===== config.mk =====
export PLATFORM = sky130hd
export DESIGN_NAME = pipe_hazard_ctrl
export DESIGN_NICKNAME = d
export VERILOG_FILES = /design/src/rtl/pipe_hazard_ctrl_pkg.sv /design/src/rtl/pipe_hazard_ctrl_load_use_detect.sv /design/src/rtl/pipe_hazard_ctrl.sv
export SDC_FILE = /design/constraint.sdc
export NUM_CORES = 1
export LEC_CHECK = 0
export CORE_MARGIN = 1.5
export CORE_UTILIZATION = 38
export DETAILED_ROUTE_END_ITERATION = 6
export GPL_TIMING_DRIVEN = 1
export PLACE_DENSITY = 0.84
export RECOVER_POWER = 50
export SLEW_MARGIN = 20
export SYNTH_ARGS = -nofsm -noshare
export SYNTH_HDL_FRONTEND = slang
export SYNTH_SLANG_ARGS = --single-unit

===== constraint.sdc =====
create_clock -name clk -period 2.11 [get_ports clk]
set_clock_uncertainty 0.2 [all_clocks]
set_input_delay 0.3165 -clock clk [delete_from_list [all_inputs] [get_ports clk]]
set_output_delay 0.3165 -clock clk [all_outputs]
set_load 0.02 [all_outputs]

===== src/rtl/pipe_hazard_ctrl_pkg.sv =====
// Shared encodings for the hazard controller and the stages it steers.
// State codes are 3-bit; interrupt phase codes are shared with ID/EX.
package pipe_hazard_ctrl_pkg;

  typedef enum logic [2:0] {
    ST_RUN       = 3'd0,
    ST_MEM_HI    = 3'd1,
    ST_INT_DRAIN = 3'd2,
    ST_INT_PC_HI = 3'd3,
    ST_INT_PC_LO = 3'd4,
    ST_INT_FLAGS = 3'd5,
    ST_INT_VEC   = 3'd6
  } hz_state_e;

  localparam logic [1:0] INT_PHASE_NONE  = 2'd0;
  localparam logic [1:0] INT_PHASE_PC_HI = 2'd1;
  localparam logic [1:0] INT_PHASE_PC_LO = 2'd2;
  localparam logic [1:0] INT_PHASE_FLAGS = 2'd3;

endpackage


===== src/rtl/pipe_hazard_ctrl_load_use_detect.sv =====
// Load-use comparator: the ID instruction reads the register that
// the load currently in EX has not yet produced.
module load_use_detect #(
  parameter int REG_W = 3
) (
  input  logic             ex_mem_read,
  input  logic [REG_W-1:0] ex_Rdst1,
  input  logic [REG_W-1:0] id_Rsrc,
  input  logic [REG_W-1:0] id_Rdst,
  input  logic             id_use_src,
  input  logic             id_use_dst,
  output logic             lu
);

  logic src_hit;
  logic dst_hit;

  assign src_hit = id_use_src & (id_Rsrc == ex_Rdst1);
  assign dst_hit = id_use_dst & (id_Rdst == ex_Rdst1);
  assign lu      = ex_mem_read & (src_hit | dst_hit);

endmodule


===== src/rtl/pipe_hazard_ctrl.sv =====
// Stall/flush controller for IF_ID, ID_EX and EX_MEM: load-use bubbles,
// two-cycle 32-bit memory accesses and interrupt entry sequencing.
module pipe_hazard_ctrl
  import pipe_hazard_ctrl_pkg::*;
#(
  parameter int REG_W     = 3,
  parameter int DRAIN_CYC = 3
) (
  input  logic             clk,
  input  logic             reset,
  input  logic [REG_W-1:0] id_Rsrc,
  input  logic [REG_W-1:0] id_Rdst,
  input  logic             id_use_src,
  input  logic             id_use_dst,
  input  logic             ex_mem_read,
  input  logic [REG_W-1:0] ex_Rdst1,
  input  logic             ex_jmp_taken,
  input  logic             mem_acc32,
  input  logic             int_req,
  output logic             stall_pc,
  output logic             stall_if_id,
  output logic             stall_id_ex,
  output logic             stall_ex_mem,
  output logic             flush_if_id,
  output logic             flush_id_ex,
  output logic [1:0]       int_phase,
  output logic             int_ack
);

  localparam logic [2:0] CNT_MAX = 3'(DRAIN_CYC - 1);

  hz_state_e  state_q, state_d;
  logic [2:0] cnt_q, cnt_d;
  logic       lu;

  load_use_detect #(
    .REG_W(REG_W)
  ) u_lu (
    .ex_mem_read(ex_mem_read),
    .ex_Rdst1   (ex_Rdst1),
    .id_Rsrc    (id_Rsrc),
    .id_Rdst    (id_Rdst),
    .id_use_src (id_use_src),
    .id_use_dst (id_use_dst),
    .lu         (lu)
  );

  always_ff @(posedge clk or posedge reset) begin
    if (reset) begin
      state_q <= ST_RUN;
      cnt_q   <= '0;
    end else begin
      state_q <= state_d;
      cnt_q   <= cnt_d;
    end
  end

  always_comb begin
    state_d      = state_q;
    cnt_d        = cnt_q;
    stall_pc     = 1'b0;
    stall_if_id  = 1'b0;
    stall_id_ex  = 1'b0;
    stall_ex_mem = 1'b0;
    flush_if_id  = 1'b0;
    flush_id_ex  = 1'b0;
    int_phase    = INT_PHASE_NONE;
    int_ack      = 1'b0;

    unique case (state_q)
      ST_RUN: begin
        if (ex_jmp_taken) begin
          if (mem_acc32) state_d = ST_MEM_HI;
        end else if (mem_acc32) begin
          stall_pc     = 1'b1;
          stall_if_id  = 1'b1;
          stall_id_ex  = 1'b1;
          stall_ex_mem = 1'b1;
          state_d      = ST_MEM_HI;
        end else if (int_req) begin
          state_d = ST_INT_DRAIN;
          cnt_d   = '0;
        end else if (lu) begin
          stall_pc    = 1'b1;
          stall_if_id = 1'b1;
          flush_id_ex = 1'b1;
        end
      end
      ST_MEM_HI: state_d = ST_RUN;
      ST_INT_DRAIN: begin
        stall_pc    = 1'b1;
        flush_if_id = 1'b1;
        if (cnt_q >= CNT_MAX) state_d = ST_INT_PC_HI;
        else                  cnt_d   = cnt_q + 3'd1;
      end
      ST_INT_PC_HI: begin
        stall_pc    = 1'b1;
        flush_if_id = 1'b1;
        int_phase   = INT_PHASE_PC_HI;
        state_d     = ST_INT_PC_LO;
      end
      ST_INT_PC_LO: begin
        stall_pc    = 1'b1;
        flush_if_id = 1'b1;
        int_phase   = INT_PHASE_PC_LO;
        state_d     = ST_INT_FLAGS;
      end
      ST_INT_FLAGS: begin
        stall_pc    = 1'b1;
        flush_if_id = 1'b1;
        int_phase   = INT_PHASE_FLAGS;
        state_d     = ST_INT_VEC;
      end
      ST_INT_VEC: begin
        flush_if_id = 1'b1;
        int_ack     = 1'b1;
        state_d     = ST_RUN;
      end
      default: state_d = ST_RUN;
    endcase

    // a taken jump squashes the two younger stages in every state
    if (ex_jmp_taken) begin
      flush_if_id = 1'b1;
      flush_id_ex = 1'b1;
    end

    if (reset) begin
      stall_pc     = 1'b0;
      stall_if_id  = 1'b0;
      stall_id_ex  = 1'b0;
      stall_ex_mem = 1'b0;
      flush_if_id  = 1'b0;
      flush_id_ex  = 1'b0;
      int_phase    = INT_PHASE_NONE;
      int_ack      = 1'b0;
    end
  end

endmodule


==> Yosys cells after proc, flatten, opt, wreduce, memory -nomap -nowiden <==
Index checks and enable logic that the tools add are counted.
{ "totals": {"output_inout_bits": 9, "rom_bits": 0, "regBits": 6, "latchBits": 0, "input_bits": 17, "n_memories": 0, "ram_bits": 0} }
{ "op_classes": {"n_mul": 0, "n_reduce_logical": 6, "n_lt_le_gt_ge": 1, "muxes": 34, "n_shift": 0, "bitwise": 4, "addsub": 1, "n_eq_ne": 14, "n_div": 0} }
{ "op_table": {"columns": ["op", "n"], "rows": [
  ["two-way mux 3 bit", 9],
  ["two-way mux 1 bit", 20],
  ["case mux 3 bit (5 select lines)", 1],
  ["!= test 2 bit (second input constant)", 5],
  ["equality test 3 bit (second input constant)", 3],
  ["equality test 3 x 2 -> 1 bit (second input constant)", 2],
  ["equality test 3 bit", 2],
  ["!= test 3 bit (second input constant)", 2],
  ["case mux 2 bit (3 select lines)", 1],
  ["case mux 3 bit (2 select lines)", 1],
  ["AND reduction 5 bit", 1],
  ["OR reduction 5 bit", 1],
  ["OR reduction 4 bit", 1],
  ["adder 3 x 1 -> 3 bit (second input constant)", 1],
  ["AND 1 bit", 3],
  [">= comparator 3 x 2 -> 1 bit (second input constant)", 1],
  ["logical NOT 3 bit", 1],
  ["AND reduction 3 bit", 1],
  ["two-way mux 2 bit", 1],
  ["case mux 1 bit (2 select lines)", 1],
  ["nonzero test 2 bit", 1],
  ["bitwise OR 1 bit", 1]
]} }

==> Logic depth before layout (Yosys ltp) <==
Gate-level depths: netlist of the first run.
{ "depth": {"ltp_word": 10, "mapped_depth": 6, "mapped_depth_nobuf": 4} }

==> By module <==
From an unflattened synthesis of the first run, not the netlist that was laid out.
{ "hier_totals": {"hier_cells": 63, "hier_area_um2": 514.2} }
{ "modules_own_cells": {"columns": ["mod", "instances", "cells_per_inst", "area_per_inst_um2"], "rows": [
  ["pipe_hazard_ctrl", 1, 54, 441.7],
  ["load_use_detect", 1, 9, 72.6]
]} }

==> Least setup slack after synthesis of the first run <==
Ideal clock, no wire load.
{ "synth_path": {"path_kind": "register to output", "startpoint": "register state_q[2]", "endpoint": "output stall_if_id", "t_arrival_ns": 1.683, "required_ns": 1.594, "n_path_buf": 1, "stages_incl_launch_ff": 5, "path_slack_ns": -0.089, "path_cell_list": "dfrtp_1 > buf_6 > or3_4 > or3_1 > o31ai_1"} }
{ "synth_between": {"elab_chain_len": 3} }
{ "synth_rtl": {"columns": ["item", "line_no", "rtl"], "rows": [
  ["start, declared", "pipe_hazard_ctrl.sv:32", "hz_state_e state_q, state_d;"],
  ["start signal, assigned", "pipe_hazard_ctrl.sv:53", "state_q <= state_d;"],
  ["logical NOT 3 bit", "pipe_hazard_ctrl.sv:70", "unique case (state_q)"],
  ["two-way mux 1 bit", "pipe_hazard_ctrl.sv:70", null],
  ["two-way mux 1 bit", "pipe_hazard_ctrl.sv:128", "if (reset) begin"],
  ["end, declared", "pipe_hazard_ctrl.sv:21", "output logic stall_if_id,"]
]} }
Every way passes these cells.

==> Final worst setup path of the first run <==
{ "layout_path": {"startpoint": "register state_q[1]", "endpoint": "output stall_pc"} }
{ "layout_between": {"elab_chain_len": 4, "elab_cells_between_ends": 8} }
{ "layout_rtl": {"columns": ["item", "line_no", "rtl"], "rows": [
  ["equality test 3 x 2 -> 1 bit / equality test 3 bit (equally long branches)", "pipe_hazard_ctrl.sv:70", null],
  ["OR reduction 4 bit (no source line)", null, null],
  ["case mux 1 bit (2 select lines) *", "pipe_hazard_ctrl.sv:70", null],
  ["two-way mux 1 bit *", "pipe_hazard_ctrl.sv:128", null],
  ["end, declared", "pipe_hazard_ctrl.sv:20", "output logic stall_pc,"]
]} }
Mark *: on every way between the ends. The rest lies on a longest branch, timed or not.

==> results of run 1 <==
timing repair:
action	4_1_cts	5_1_grt
gates cloned	0	0
pin swaps	0	1
resized for setup	27	3
endpoints found under the setup margin	9	5
logic make-up after synthesis:
| group | count (synthesis) | synth area share |
|---|---|---|
| fa+ha+maj | 1 | 0.0243 |
| xor+xnor | 7 | 0.119 |
| simple gates | 22 | 0.246 |
| buf+inv | 10 | 0.0973 |
| flops | 6 | 0.292 |
| compound gates | 19 | 0.221 |
worst min-delay path by stage:
stage | endpoint | slack [ns] | cells after the start
after floorplan | cnt_q[0] | 0.07 | 2
after global placement | state_q[0] | 0.34 | 2
after detailed placement | cnt_q[0] | 0.34 | 1
after CTS | state_q[0] | 0.18 | 4
after global routing | state_q[0] | 0.30 | 4
final | state_q[0] | 0.26 | 4
registers in the layout (all words and copies together) (netlist names):
signal   count
cnt_q        3
state_q      3
placed cells by master (no fill, tap or decap), types with 2 or more instances in the layout:
cell	count
xnor2_1	7
dfrtp_1	6
buf_4	10
nand2_1	4
a31oi_1	2
clkdlybuf4s15_2	2
dlygate4sd2_1	5
a21oi_1	5
nand3_1	2
clkbuf_4	3
inv_1	6
or3_4	2
clkdlybuf4s50_1	15
nor3_1	2
o21ai_0	6
nor2_1	5
area by class of cell:
| type | instances | share of cell area |
|---|---|---|
| well taps | 15 | 0.0222 |
| flip-flops and latches | 6 | 0.178 |
| multi-input cells | 49 | 0.392 |
| clock buffers | 3 | 0.0266 |
| repair buffers | 34 | 0.355 |
| inverters | 6 | 0.0266 |
worst max-delay path, delay by kind of cell, from the launching register on:
family / cells / cell delay (ns)
AOI/OAI and AO/OA: 1 / 0.19
buffers and inverters: 1 / 0.20
DFF: 1 / 0.37
and+or+nand+nor: 2 / 0.75
layer usage:
metal / vias to the layer above / share of wire / wire length, µm / global-route usage
met4: 0 / 0.024 / 35 / 0.103
met2: 12 / 0.58 / 862 / 0.443
met5: - / 0 / 0 / 0
met1: 278 / 0.37 / 547 / 0.222
li1: 293 / - / - / -
met3: 4 / 0.024 / 35 / 0.0568
metrics by stage:
step	std cells	total power, µW	hold slack (ns)
6_report	113	829	0.262
3_3_place_gp	110	720	0.336
4_1_cts	113	827	0.185
5_1_grt	113	899	0.299
2_1_floorplan	65	547	0.0701
3_5_place_dp	110	731	0.343
power groups by stage:
stage | clock network, µW | registers (µW) | logic [µW]
finish | 111 | 196 | 521
global route | 124 | 203 | 573
global placement | 0 | 195 | 525
CTS | 115 | 196 | 516
detailed placement | 0 | 196 | 535
floorplan | 0 | 200 | 347
==> results.toml, run 1 <==
[worst_setup_path]
cp_slowest_cell = "or3_4"
r2r-end = "cnt_q[0]"
setup.worst_path.class = "reg2out"
cp-endpoint = "stall_pc"
crit_fanout = 3
crit_top_cell = "or3_4"
reg2reg_from = "state_q[0]"
required_ns = 1.59
ff2ff_path_depth = 4
critical_path_arrival_ns = 1.75
startpoint_type = "flop"
path_cells = "or3_4 -> or3_4 -> o31ai_1 -> buf_2"
cp-startpoint = "state_q[1]"
crit_path_end_kind = "primary output"
r2r_slack_ns = 0.55
max_stage_delay_ns = 0.40

[timing]
fmaxAchievable_ghz = 0.440
max_slew_margin = 0.770
finalHoldViolCount = 0
post-route-period-util = 1.08
drv_slew = 0
tns_ns = -0.561
rsz0062_at_grt = "yes"
period_minus_slack_ns = 2.27
setup_slack_ns = -0.161
setup_viol = 5
worstMarginPinSlew_ns = 0.345

[logic_synthesis]
synthTopCellsByArea = "dfrtp_1 29%, xnor2_1 12%, o21ai_0 5.8%"
yosys-top-cells-count = "7 x xnor2_1, 6 x dfrtp_1, 6 x inv_1, 6 x o21ai_0"
async_reset_ff_frac = 1.00
synth_edf_count = 0
avgSynthCellArea_um2 = 7.91
ys_seq_area_frac = 0.292
synth_nets = 83
synth.largest_area_cell = "dfrtp_1"
mappedNetlistArea_um2 = 514
synth_ff_type = "dfrtp_1"
yosysTopAreaCellShare = 0.292
synth.most_common_cell = "xnor2_1"
yosys_register_bits = 6
synth-warning-count = 0
synth.distinct_cells = 29
syn_inst = 65

[place]
portBuffers = 25
place.gp.congestion = 0.753
place_area_um2 = 823
place_hpwl_um = 1210
place_ws_ns = -0.578

[drt]
wl_per_cell_um = 13.1
route.detailed.drc = 0
vias_per_cell = 5.19
wl_um = 1480
drt_iter0_drc = 7
drt-pass1-iter-count = 2
ant_nets = 0
vias = 587

[finish]
regArea_um2 = 150
drive_gt1_frac = 0.214
nets = 118
multiInputGateArea_um2 = 332
n_antenna_cell = 0
fillCellCount = 113
area_growth_pct = 64.5
final_core_util = 0.658
finalInstanceArea_um2 = 846

[global_route]
grt_pass1_vias = 586
grt-ovfl-total = 0
antenna_found_initial = 0
grt_pass1_wl_um = 2330
grt_max_degree = 12
grtUsageTotal = 0.230

[clock_network]
cts_sinks = 6
cts_tree = "yes"
clock_latency_ns = 0.25
cts_setup_buffers = 0
ctsHoldBuffers = 0
htreeDepth = 1
cts_buffers = 3
cts_root_buffer = "clkbuf_4"
clk_pin_slew_ns = 0.05
clock_path_buffers = 2

[die]
die_x_um = 39.8
floorplan.initialDensity = 0.400
io_pins = 26
die_h_um = 39.8
die-area_um2 = 1580
core-area_um2 = 1280
num_rows = 13

[status]
violations = "setup timing"
status = "complete, but fails checks"

[pwr]
switchingPower_uw = 355
p_sw_frac = 0.429
clockPowerShare = 0.135
ir_worst_vdd_mv = 0.564
power_density_nw_per_um2 = 980
p_leak_uw = 0.000373
pwr-share-seq = 0.236
p_comb_frac = 0.629
p_int_uw = 473

[min_path]
min-delay-path-class = "in2async"

[job]
cap_viol_max_count = 0
Power figures use the tool's default switching activity.
==> run 2: changes to the inputs <==
--- a/config.mk
+++ b/config.mk
@@ -5,11 +5,12 @@
 export SDC_FILE = /design/constraint.sdc
 export NUM_CORES = 1
 export LEC_CHECK = 0
-export CORE_MARGIN = 1.5
-export CORE_UTILIZATION = 38
+export CELL_PAD_IN_SITES_DETAIL_PLACEMENT = 0
+export CELL_PAD_IN_SITES_GLOBAL_PLACEMENT = 1
+export CORE_UTILIZATION = 26
 export DETAILED_ROUTE_END_ITERATION = 6
 export GPL_TIMING_DRIVEN = 1
-export PLACE_DENSITY = 0.84
+export PLACE_DENSITY = 0.83
 export RECOVER_POWER = 50
 export SLEW_MARGIN = 20
 export SYNTH_ARGS = -nofsm -noshare
==> results.toml, run 2 (synthesized netlist as in run 1, its figures left out) <==
[drt]
ant_nets = 0
drt-pass1-iter-count = 4
vias = 576
drt_iter0_drc = 8
wl_um = 1370
wl_per_cell_um = 11.0
route.detailed.drc = 0
vias_per_cell = 4.65

[pwr]
ir_worst_vdd_mv = 0.403
finalPower_uw = 853
p_leak_uw = 0.000375
power_density_nw_per_um2 = 979

[job]
cap_viol_max_count = 0

[worst_setup_path]
r2r_slack_ns = 0.58
r2r-end = "cnt_q[0]"
startpoint_type = "flop"
crit_path_end_kind = "primary output"
ff2ff_path_depth = 4
crit_fanout = 3
critical_path_arrival_ns = 1.72
reg2reg_from = "state_q[0]"
setup.worst_path.class = "reg2out"
required_ns = 1.59

[finish]
fillCellCount = 171
area_growth_pct = 69.3
nets = 119
final-instance-count-excl-fill = 124
multiInputGateArea_um2 = 352
layout_common_cells = "15 x clkdlybuf4s50_1, 12 x buf_4, 7 x xnor2_1"
n_antenna_cell = 0
final_core_util = 0.488
reg_top3 = "cnt_q x3, state_q x3"
layout_commonest_cell = "clkdlybuf4s50_1"
regArea_um2 = 150
drive_gt1_frac = 0.283

[timing]
holdWs_ns = 0.352
drv_slew = 0
finalHoldViolCount = 0
worstMarginPinSlew_ns = 0.314
fmaxAchievable_ghz = 0.447
period_minus_slack_ns = 2.24
max_slew_margin = 0.791
post-route-period-util = 1.06
setup_slack_ns = -0.129
rsz0062_at_grt = "yes"
setup_viol = 7

[place]
portBuffers = 25
place_inst = 120
place_ws_ns = -0.596
place.gp.congestion = 0.746
place_hpwl_um = 1070

[die]
io_pins = 26
floorplan.initialDensity = 0.288
die_x_um = 46.5
core-area_um2 = 1780
die-area_um2 = 2160
num_rows = 15
die_h_um = 46.5

[min_path]
min-delay-path-class = "reg2reg"
hp-start = "state_q[0]"
whs_endpoint = "state_q[0]"
holdPathStages = 2

[clock_network]
cts_tree = "yes"
cts_sinks = 6
ctsHoldBuffers = 0
clk_pin_slew_ns = 0.04
cts_root_buffer = "clkbuf_4"
clock_latency_ns = 0.25
cts_buffers = 3
clock_path_buffers = 2
htreeDepth = 1

[status]
violations = "setup timing"
status = "complete, but fails checks"

[global_route]
antenna_found_initial = 0
grt-ovfl-total = 0
grt_pass1_vias = 529
grt_pass1_wl_um = 2100
grtUsageTotal = 0.141
grt_max_degree = 12
run 2: per-stage QoR:
stage          instance area (µm²)  TNS [ns]
5_1_grt                        871    -0.878
3_5_place_dp                   836     -2.97
2_1_floorplan                  514    -0.178
4_1_cts                        843    -0.688
6_report                       871    -0.477
3_3_place_gp                   836     -2.91
run 2: final cells by class:
cell class,instances,area share
Multi-Input combinational cell,49,0.404
Timing Repair Buffer,35,0.336
Sequential cell,6,0.172
Tap cell,25,0.0359
Clock buffer,3,0.0259
Inverter,6,0.0259
run 2: how the worst max path moves through the flow:
stage | start | to | cells after the start | slack, ns
6_report | state_q[1] | flush_id_ex | 4 | -0.13
3_3_place_gp | ex_Rdst1[1] | stall_pc | 6 | -0.58
3_5_place_dp | ex_Rdst1[2] | stall_if_id | 6 | -0.60
4_1_cts | state_q[1] | stall_if_id | 4 | -0.18
2_1_floorplan | state_q[2] | stall_if_id | 4 | -0.09
5_1_grt | state_q[1] | flush_id_ex | 4 | -0.18
run 2: repair_timing:
item	4_1_cts	5_1_grt
setup buffers	0	1
pin swaps	0	3
endpoints found under the setup margin	9	6
cloned	0	0
gates resized for setup	25	20
run 2: critical path, cell delays in order, from the launching register on:
cell and delay (ns):
dfrtp_1 0.37, or3_4 0.41, or4_4 0.42, o22ai_2 0.14, buf_6 0.14
run 2: routing by layer:
layer,up-vias,part of all wire,global-route usage
met5,-,0,0
met4,0,0.016,0.0706
met3,3,0.039,0.0353
met2,14,0.49,0.228
met1,262,0.45,0.170
li1,297,-,-
run 2: power by group:
| part | switching, µW | internal, µW | total [µW] |
|---|---|---|---|
| logic | 282 | 266 | 547 |
| registers | 34.4 | 162 | 196 |
| clock network | 44.4 | 64.5 | 109 |
==> run 3: changes to the inputs <==
--- a/config.mk
+++ b/config.mk
@@ -12,6 +12,7 @@
 export GPL_TIMING_DRIVEN = 1
 export PLACE_DENSITY = 0.83
 export RECOVER_POWER = 50
+export REMOVE_ABC_BUFFERS = 1
 export SLEW_MARGIN = 20
 export SYNTH_ARGS = -nofsm -noshare
 export SYNTH_HDL_FRONTEND = slang
==> results.toml, run 3 (synthesized netlist as in run 1, its figures left out) <==
[drt]
vias_per_cell = 4.63
route.detailed.drc = 0
wl_um = 1310
ant_nets = 0
drt_iter0_drc = 4
wl_per_cell_um = 10.7
drt-pass1-iter-count = 4
vias = 569

[worst_setup_path]
cp-startpoint = "state_q[1]"
max_stage_delay_ns = 0.40
setup.worst_path.class = "reg2out"
path_cells = "or3_4 -> or3_4 -> o31ai_1 -> buf_2"
cp-endpoint = "stall_pc"
r2r-end = "cnt_q[0]"
r2r_slack_ns = 0.57
reg2reg_from = "state_q[0]"
critical_path_arrival_ns = 1.75
ff2ff_path_depth = 4
cp_slowest_cell = "or3_4"
crit_top_cell = "or3_4"
startpoint_type = "flop"
crit_fanout = 3
crit_path_end_kind = "primary output"
required_ns = 1.59

[timing]
post-route-period-util = 1.07
drv_slew = 0
worstMarginPinSlew_ns = 0.335
setup_viol = 5
max_slew_margin = 0.776
period_minus_slack_ns = 2.27
setup_slack_ns = -0.158
finalHoldViolCount = 0
rsz0062_at_grt = "yes"
fmaxAchievable_ghz = 0.441

[global_route]
grt_pass1_wl_um = 2130
grt_pass1_vias = 508
grtUsageTotal = 0.134
antenna_found_initial = 0
grt-ovfl-total = 0
grt_max_degree = 12

[pwr]
pwr-share-seq = 0.237
switchingPower_uw = 347
clockPowerShare = 0.122
p_int_uw = 482
p_leak_uw = 0.000380
ir_worst_vdd_mv = 0.427
p_sw_frac = 0.418
power_density_nw_per_um2 = 955
p_comb_frac = 0.642

[min_path]
min-delay-path-class = "in2async"

[place]
portBuffers = 25
place_inst = 119
place.gp.congestion = 0.751
place_hpwl_um = 1040
place_ws_ns = -0.543

[clock_network]
clock_path_buffers = 2
cts_root_buffer = "clkbuf_4"
cts_buffers = 3
htreeDepth = 1
cts_tree = "yes"
cts_sinks = 6
clock_latency_ns = 0.24
ctsHoldBuffers = 0
clk_pin_slew_ns = 0.04

[finish]
area_growth_pct = 68.9
layout_commonest_cell = "clkdlybuf4s50_1"
n_antenna_cell = 0
layout_common_cells = "15 x clkdlybuf4s50_1, 9 x buf_4, 7 x xnor2_1"
reg_top3 = "cnt_q x3, state_q x3"
drive_gt1_frac = 0.255
final-instance-count-excl-fill = 123
nets = 118
fillCellCount = 180

[die]
core-area_um2 = 1780
die_x_um = 46.5
die_h_um = 46.5
floorplan.initialDensity = 0.288
die-area_um2 = 2160
io_pins = 26
num_rows = 15

[status]
violations = "setup timing"
status = "complete, but fails checks"

[job]
cap_viol_max_count = 0
run 3: cell count changes in the layout (fill, tap and decap cells not counted), sizes merged:
cell           before  now
buf                13   11
clkbuf              8    6
clkdlybuf4s15       0    2
dlygate4sd2         1    2
dlygate4sd3         1    0
dlymetal6s2s        0    1
run 3: metrics by stage:
step                      TNS [ns]  hold slack, ns  power (µW)   util  instance area, µm²
final                       -0.498           0.154         829  0.487                 868
after global routing        -0.827           0.191         911  0.487                 868
after CTS                   -0.461           0.346         812  0.469                 836
after detailed placement     -2.73           0.340         731  0.465                 828
after global placement       -2.71           0.339         725  0.465                 828
after floorplan             -0.297         -0.0871         515      -                 487
run 3: critical path: cells and delay by family, from the launching register on:
kind | cells | cell delay, ns
DFF | 1 | 0.37
buffers and inverters | 1 | 0.20
AOI/OAI and AO/OA | 1 | 0.20
and+or+nand+nor | 2 | 0.74
run 3: worst min-delay path by stage:
stage | end | start | slack, ns
finish | cnt_q[1] | reset | 0.15
detailed placement | state_q[0] | state_q[0] | 0.34
floorplan | cnt_q[0] | reset | -0.09
global route | state_q[2] | reset | 0.19
global placement | state_q[0] | state_q[0] | 0.34
CTS | state_q[0] | state_q[0] | 0.35
run 3: power groups by stage:
stage               clock, µW  sequential (µW)  combinational (µW)
global route              114              202                 595
finish                    101              196                 532
CTS                       107              196                 509
detailed placement          0              198                 533
global placement            0              196                 529
floorplan                   0              224                 291
run 3: final cells by class:
type	count	area [µm²]	share of cell area
Sequential cell	6	150	0.173
Clock buffer	3	22.5	0.0259
Multi-Input combinational cell	49	342	0.393
Timing Repair Buffer	34	300	0.346
Tap cell	25	31.3	0.0360
Inverter	6	22.5	0.0259
run 3: what timing repair did:
item                       in CTS  in global routing
setup endpoints to repair       9                  6
gates cloned                    0                  0
resized for setup              25                 12
setup buffers                   0                  1
run 3: routing by layer:
layer,wire (µm),GRT usage
met1,611,0.178
met2,659,0.222
met3,42,0.0235
met4,0,0.0353
met5,0,0
==> patch 1 (flow settings as in run 1) <==
Make the reset (`reset`) synchronous in one clocked block.
--- a/src/rtl/pipe_hazard_ctrl.sv
+++ b/src/rtl/pipe_hazard_ctrl.sv
@@ -45,7 +45,7 @@
     .lu         (lu)
   );
 
-  always_ff @(posedge clk or posedge reset) begin
+  always_ff @(posedge clk) begin
     if (reset) begin
       state_q <= ST_RUN;
       cnt_q   <= '0;
Behaviour: same outputs for any inputs over 10 cycles, from zero or initial values and one cycle with reset high; that may be too few to reach the edited logic, so the function may still have changed.
==> patch 1 against run 1 <==
  * Die area increased by 2.7%
  * Largest cell class unchanged
  * Non-clock buffer count increased by 2
  * Area after synthesis rose by 2.9%
  * Wire length shrank 13%
  * Worst setup slack improved by 0.23 ns
  * Count of clock-buffer cells in the layout unchanged
  * Design area is 0.59% lower
  * Sequential cell count did not move
  * Utilization shrank 1.2 points
Power is not compared: it rests on default switching activity, and its combinational part moved more than twofold at a synthesized area within 25%.
==> patch 1: results (changes against run 1) <==
Layout
  • Fin nets: 117 (-0.85%)
  • Layout buffering overhead excluding clock cells: 0.371 (+0.0155)
  • # fillers: 125 (+11%)
  • Share of cells above drive strength 1: 0.289 (+0.0744)
  • Area of the multi-input gates: 363 um^2 (+9.4%)
  • Plain + repair buffers: 36 (+5.9%)
  • Inverters, non-clock: 1 (-5)
  • #MultiIn Comb: 51 (+4.1%)
  • Sequential cell area share: 0.144 (-0.0332)
  • Clock network share of area: 0.0268 (+0.000159)

Clocking
  • Clock tree buffer depth: 2 (unchanged)
  • Gates resized, CTS repair: 26 (-3.7%)

Critical path
  • Slowest library cell on the worst path: clkdlybuf4s50_1
  • Worst R2R Setup Slack: 0.13 ns (-0.42 ns)
  • CP delay by family, top: buffers and inverters
  • CP max FO: 2 (-1)
  • Critical Path Start: id_Rsrc[2]
  • Reg2reg end: cnt_q[1]
  • R2R Path Start: state_q[2]
  • CP endpoint: flush_id_ex
  • Worst stage delay on the critical path: 0.48 ns (+0.08 ns)
  • Worst EP arrival: 1.52 ns (-0.23 ns)

Routing
  • Iter 0 DRT Violations: 15 (+8)
  • Top sig layer: met3
  • Vias/cell: 5.12 (-1.5%)
  • Met1 WL: 555 um (+1.5%)
  • Met3 wire len: 66 um (+89%)
  • Routed wl met2: 668 um (-23%)
  • Routed WL per cell: 11.5 um (-12%)
  • Pre-Repair DR Iteration Count: 4 (+2)

Synth
  • Most instantiated cells after synthesis: a21oi_1, xnor2_1, dfxtp_1
  • Post-Syn Nets: 81 (-2.4%)
  • Synth Area in Compound Gates: 0.163 (-0.0583)
  • Synth Flop Type: dfxtp_1
  • Post-Synth Adder-Cell Area: 0.0236 (-0.000690)
  • Top cells by area, synth: dfxtp_1, xnor2_1, a21oi_1
  • Xor and xnor area share after synthesis: 0.116 (-0.00338)
  • Register area share after synthesis: 0.227 (-0.0650)

Placed design
  • Post-detail-place hpwl: 1080 um (-11%)
  • Port bufs: 25 (unchanged)
  • Pre-CTS setup slack: -0.458 ns (+0.120 ns)
  • Routability cong.: 0.813 (+8.0%)

Global routing
  • Met1 GRT Util: 0.209 (-0.0136)
  • Met2 usage in global routing: 0.298 (-0.145)
  • Total GRT Usage: 0.173 (-0.0567)
  • Initial antenna violation count: 0 (unchanged)
  • Global-route wire length before repair: 1910 um (-18%)
  • Largest net degree at the start of global routing: 10 (-2)
  • Met3 usage: 0.0611 (+0.00429)
  • Number of global-route vias before repair: 517 (-12%)

Timing
  • Final setup margin: 0.0715 ns (+0.233 ns)
  • Worst Tran Pin Value: 0.744 ns (+0.399 ns)
  • Final Setup Violations: 0 (-5)

Hold path
  • Hold Crit Class: reg -> reg
  • HP Start: cnt_q[1]

Status
  • Status: complete, no violations
==> patch 1: cell count changes in the layout (fill, tap and decap cells not counted), moves of 3 or more <==
cell	before	now
dfrtp_1	6	0
dfxtp_1	0	5
inv_1	6	1
o21ai_0	6	3
==> patch 1: worst min-delay path by stage <==
stage / to / slack [ns] / cells past startpoint
floorplan: cnt_q[1] / 0.30 / 2
global placement: cnt_q[1] / 0.31 / 2
detailed placement: cnt_q[1] / 0.31 / 2
CTS: cnt_q[1] / 0.34 / 2
global route: cnt_q[1] / 0.33 / 2
finish: cnt_q[1] / 0.31 / 2
==> patch 1: through the flow <==
step	hold slack, ns	utilization	area [um^2]	total power, mW	instances
2_1_floorplan	0.299	-	529	0.211	63
3_3_place_gp	0.313	0.646	841	0.285	109
3_5_place_dp	0.314	0.646	841	0.288	109
4_1_cts	0.337	0.657	855	0.393	112
5_1_grt	0.334	0.646	841	0.409	112
6_report	0.307	0.646	841	0.387	112
==> patch 2 (config.mk and constraints of run 1) <==
Made on the original files. `REG_W` is set to 3 in 2 places; all go to 6.
--- a/src/rtl/pipe_hazard_ctrl_load_use_detect.sv
+++ b/src/rtl/pipe_hazard_ctrl_load_use_detect.sv
@@ -1,7 +1,7 @@
 // Load-use comparator: the ID instruction reads the register that
 // the load currently in EX has not yet produced.
 module load_use_detect #(
-  parameter int REG_W = 3
+  parameter int REG_W = 6
 ) (
   input  logic             ex_mem_read,
   input  logic [REG_W-1:0] ex_Rdst1,
--- a/src/rtl/pipe_hazard_ctrl.sv
+++ b/src/rtl/pipe_hazard_ctrl.sv
@@ -3,7 +3,7 @@
 module pipe_hazard_ctrl
   import pipe_hazard_ctrl_pkg::*;
 #(
-  parameter int REG_W     = 3,
+  parameter int REG_W     = 6,
   parameter int DRAIN_CYC = 3
 ) (
   input  logic             clk,
Ports: changed (resized ex_Rdst1, id_Rdst and id_Rsrc); port bits go from 26 to 35. The function was not compared with the original's and may differ.
==> patch 2 against run 1 <==
  * Sequential cell count unchanged
  * Design area is 34% higher
  * Area after synthesis is 25% higher
  * Worst setup slack better by 0.16 ns
  * Wire length is 33% higher
  * Total power up 13%
  * Critical path depth is 1 higher
==> patch 2: results (changes against run 1) <==
Critical path
  • Reg2reg end: cnt_q[1]
  • Worst R2R Setup Slack: 0.004 ns (-0.55 ns)
  • CP max FO: 3 (unchanged)
  • Worst stage delay on the critical path: 0.42 ns (+0.02 ns)
  • Worst EP arrival: 1.59 ns (-0.16 ns)
  • Reg2Reg Depth: 5 (+1)
  • R2R Path Start: state_q[1]
  • Critical Path Start: state_q[0]
  • CP endpoint: stall_if_id

Global routing
  • Met2 usage in global routing: 0.365 (-0.0779)
  • Global-route wire length before repair: 2950 um (+27%)
  • Met1 GRT Util: 0.255 (+0.0329)
  • Number of global-route vias before repair: 711 (+21%)
  • Met3 usage: 0.0204 (-0.0364)
  • Total GRT Usage: 0.204 (-0.0261)

Routing
  • Routed WL per cell: 13.7 um (+4.8%)
  • Pre-Repair DR Iteration Count: 5 (+3)
  • Top sig layer: met3
  • Iter 0 DRT Violations: 7 (unchanged)
  • Routed via count: 756 (+29%)
  • Met3 wire len: 135 um (+290%)
  • Met1 WL: 860 um (+57%)
  • Post-Route WL: 1960 um (+33%)
  • Routed wl met2: 966 um (+12%)
  • DR DRC count: 0 (unchanged)

Layout
  • Top Registers: cnt_q x3, state_q x3
  • Layout buffering overhead excluding clock cells: 0.373 (+0.0178)
  • Clock network share of area: 0.0199 (-0.00672)
  • #MultiIn Comb: 64 (+31%)
  • Sequential cell area share: 0.133 (-0.0448)
  • # fillers: 131 (+16%)
  • Inverters, non-clock: 4 (-2)
  • Fin nets: 158 (+34%)
  • Plain + repair buffers: 50 (+47%)
  • Share of cells above drive strength 1: 0.307 (+0.0928)

Synth
  • Synth Area in Compound Gates: 0.164 (-0.0573)
  • Post-Syn Nets: 108 (+30%)
  • Synthesized area per cell: 8.11 um^2 (+2.5%)
  • Netlist cell types: 34 (+17%)
  • Most instantiated cells after synthesis: xnor2_1, nor2_1, dfrtp_1, inv_1, o21ai_0
  • Mux contribution to synthesized area: 0.0234 (+0.0234)
  • Post-Synth Adder-Cell Area: 0.0586 (+0.0343)
  • Top cells by area, synth: dfrtp_1, xnor2_1, ha_1
  • Register area share after synthesis: 0.234 (-0.0576)
  • Xor and xnor area share after synthesis: 0.164 (+0.0448)

Placed design
  • Port bufs: 34 (+36%)
  • Post-detail-place hpwl: 1670 um (+39%)
  • Routability cong.: 0.793 (+5.3%)
  • Placed Cells: 139 (+26%)

Timing
  • Relative slew slack: 0.720 (-0.0501)

Status
  • Status: complete, no violations

Pwr
  • Leak: 0.511 nW (+37%)
  • Peak supply drop: 784 uV (+39%)

Clocking
  • Clock latency on the worst-skew pair: 0.23 ns (-0.02 ns)
==> patch 2: power by group through the flow <==
stage	sequential, mW	clock [mW]	combinational [mW]
after floorplan	0.180	0	0.378
after global placement	0.181	0	0.607
after detailed placement	0.186	0	0.624
after CTS	0.186	0.104	0.636
after global routing	0.191	0.106	0.713
final	0.187	0.0978	0.653
==> patch 2: what timing repair did <==
item,in CTS,in global routing
gates resized for setup,58,13
setup endpoints to repair,9,10
pin swaps,17,8
hold buffers,0,0
buffers inserted,1,0
==> patch 2: stage by stage <==
step | setup TNS [ns] | setup WS, ns | hold WS, ns | instance area [um^2]
2_1_floorplan | 0 | 0.0312 | 0.0979 | 642
3_3_place_gp | -2.55 | -0.471 | 0.372 | 1080
3_5_place_dp | -3.05 | -0.591 | 0.385 | 1080
4_1_cts | -0.230 | -0.0919 | 0.399 | 1110
5_1_grt | -0.199 | -0.0896 | 0.255 | 1130
6_report | 0 | 0.00357 | 0.208 | 1130
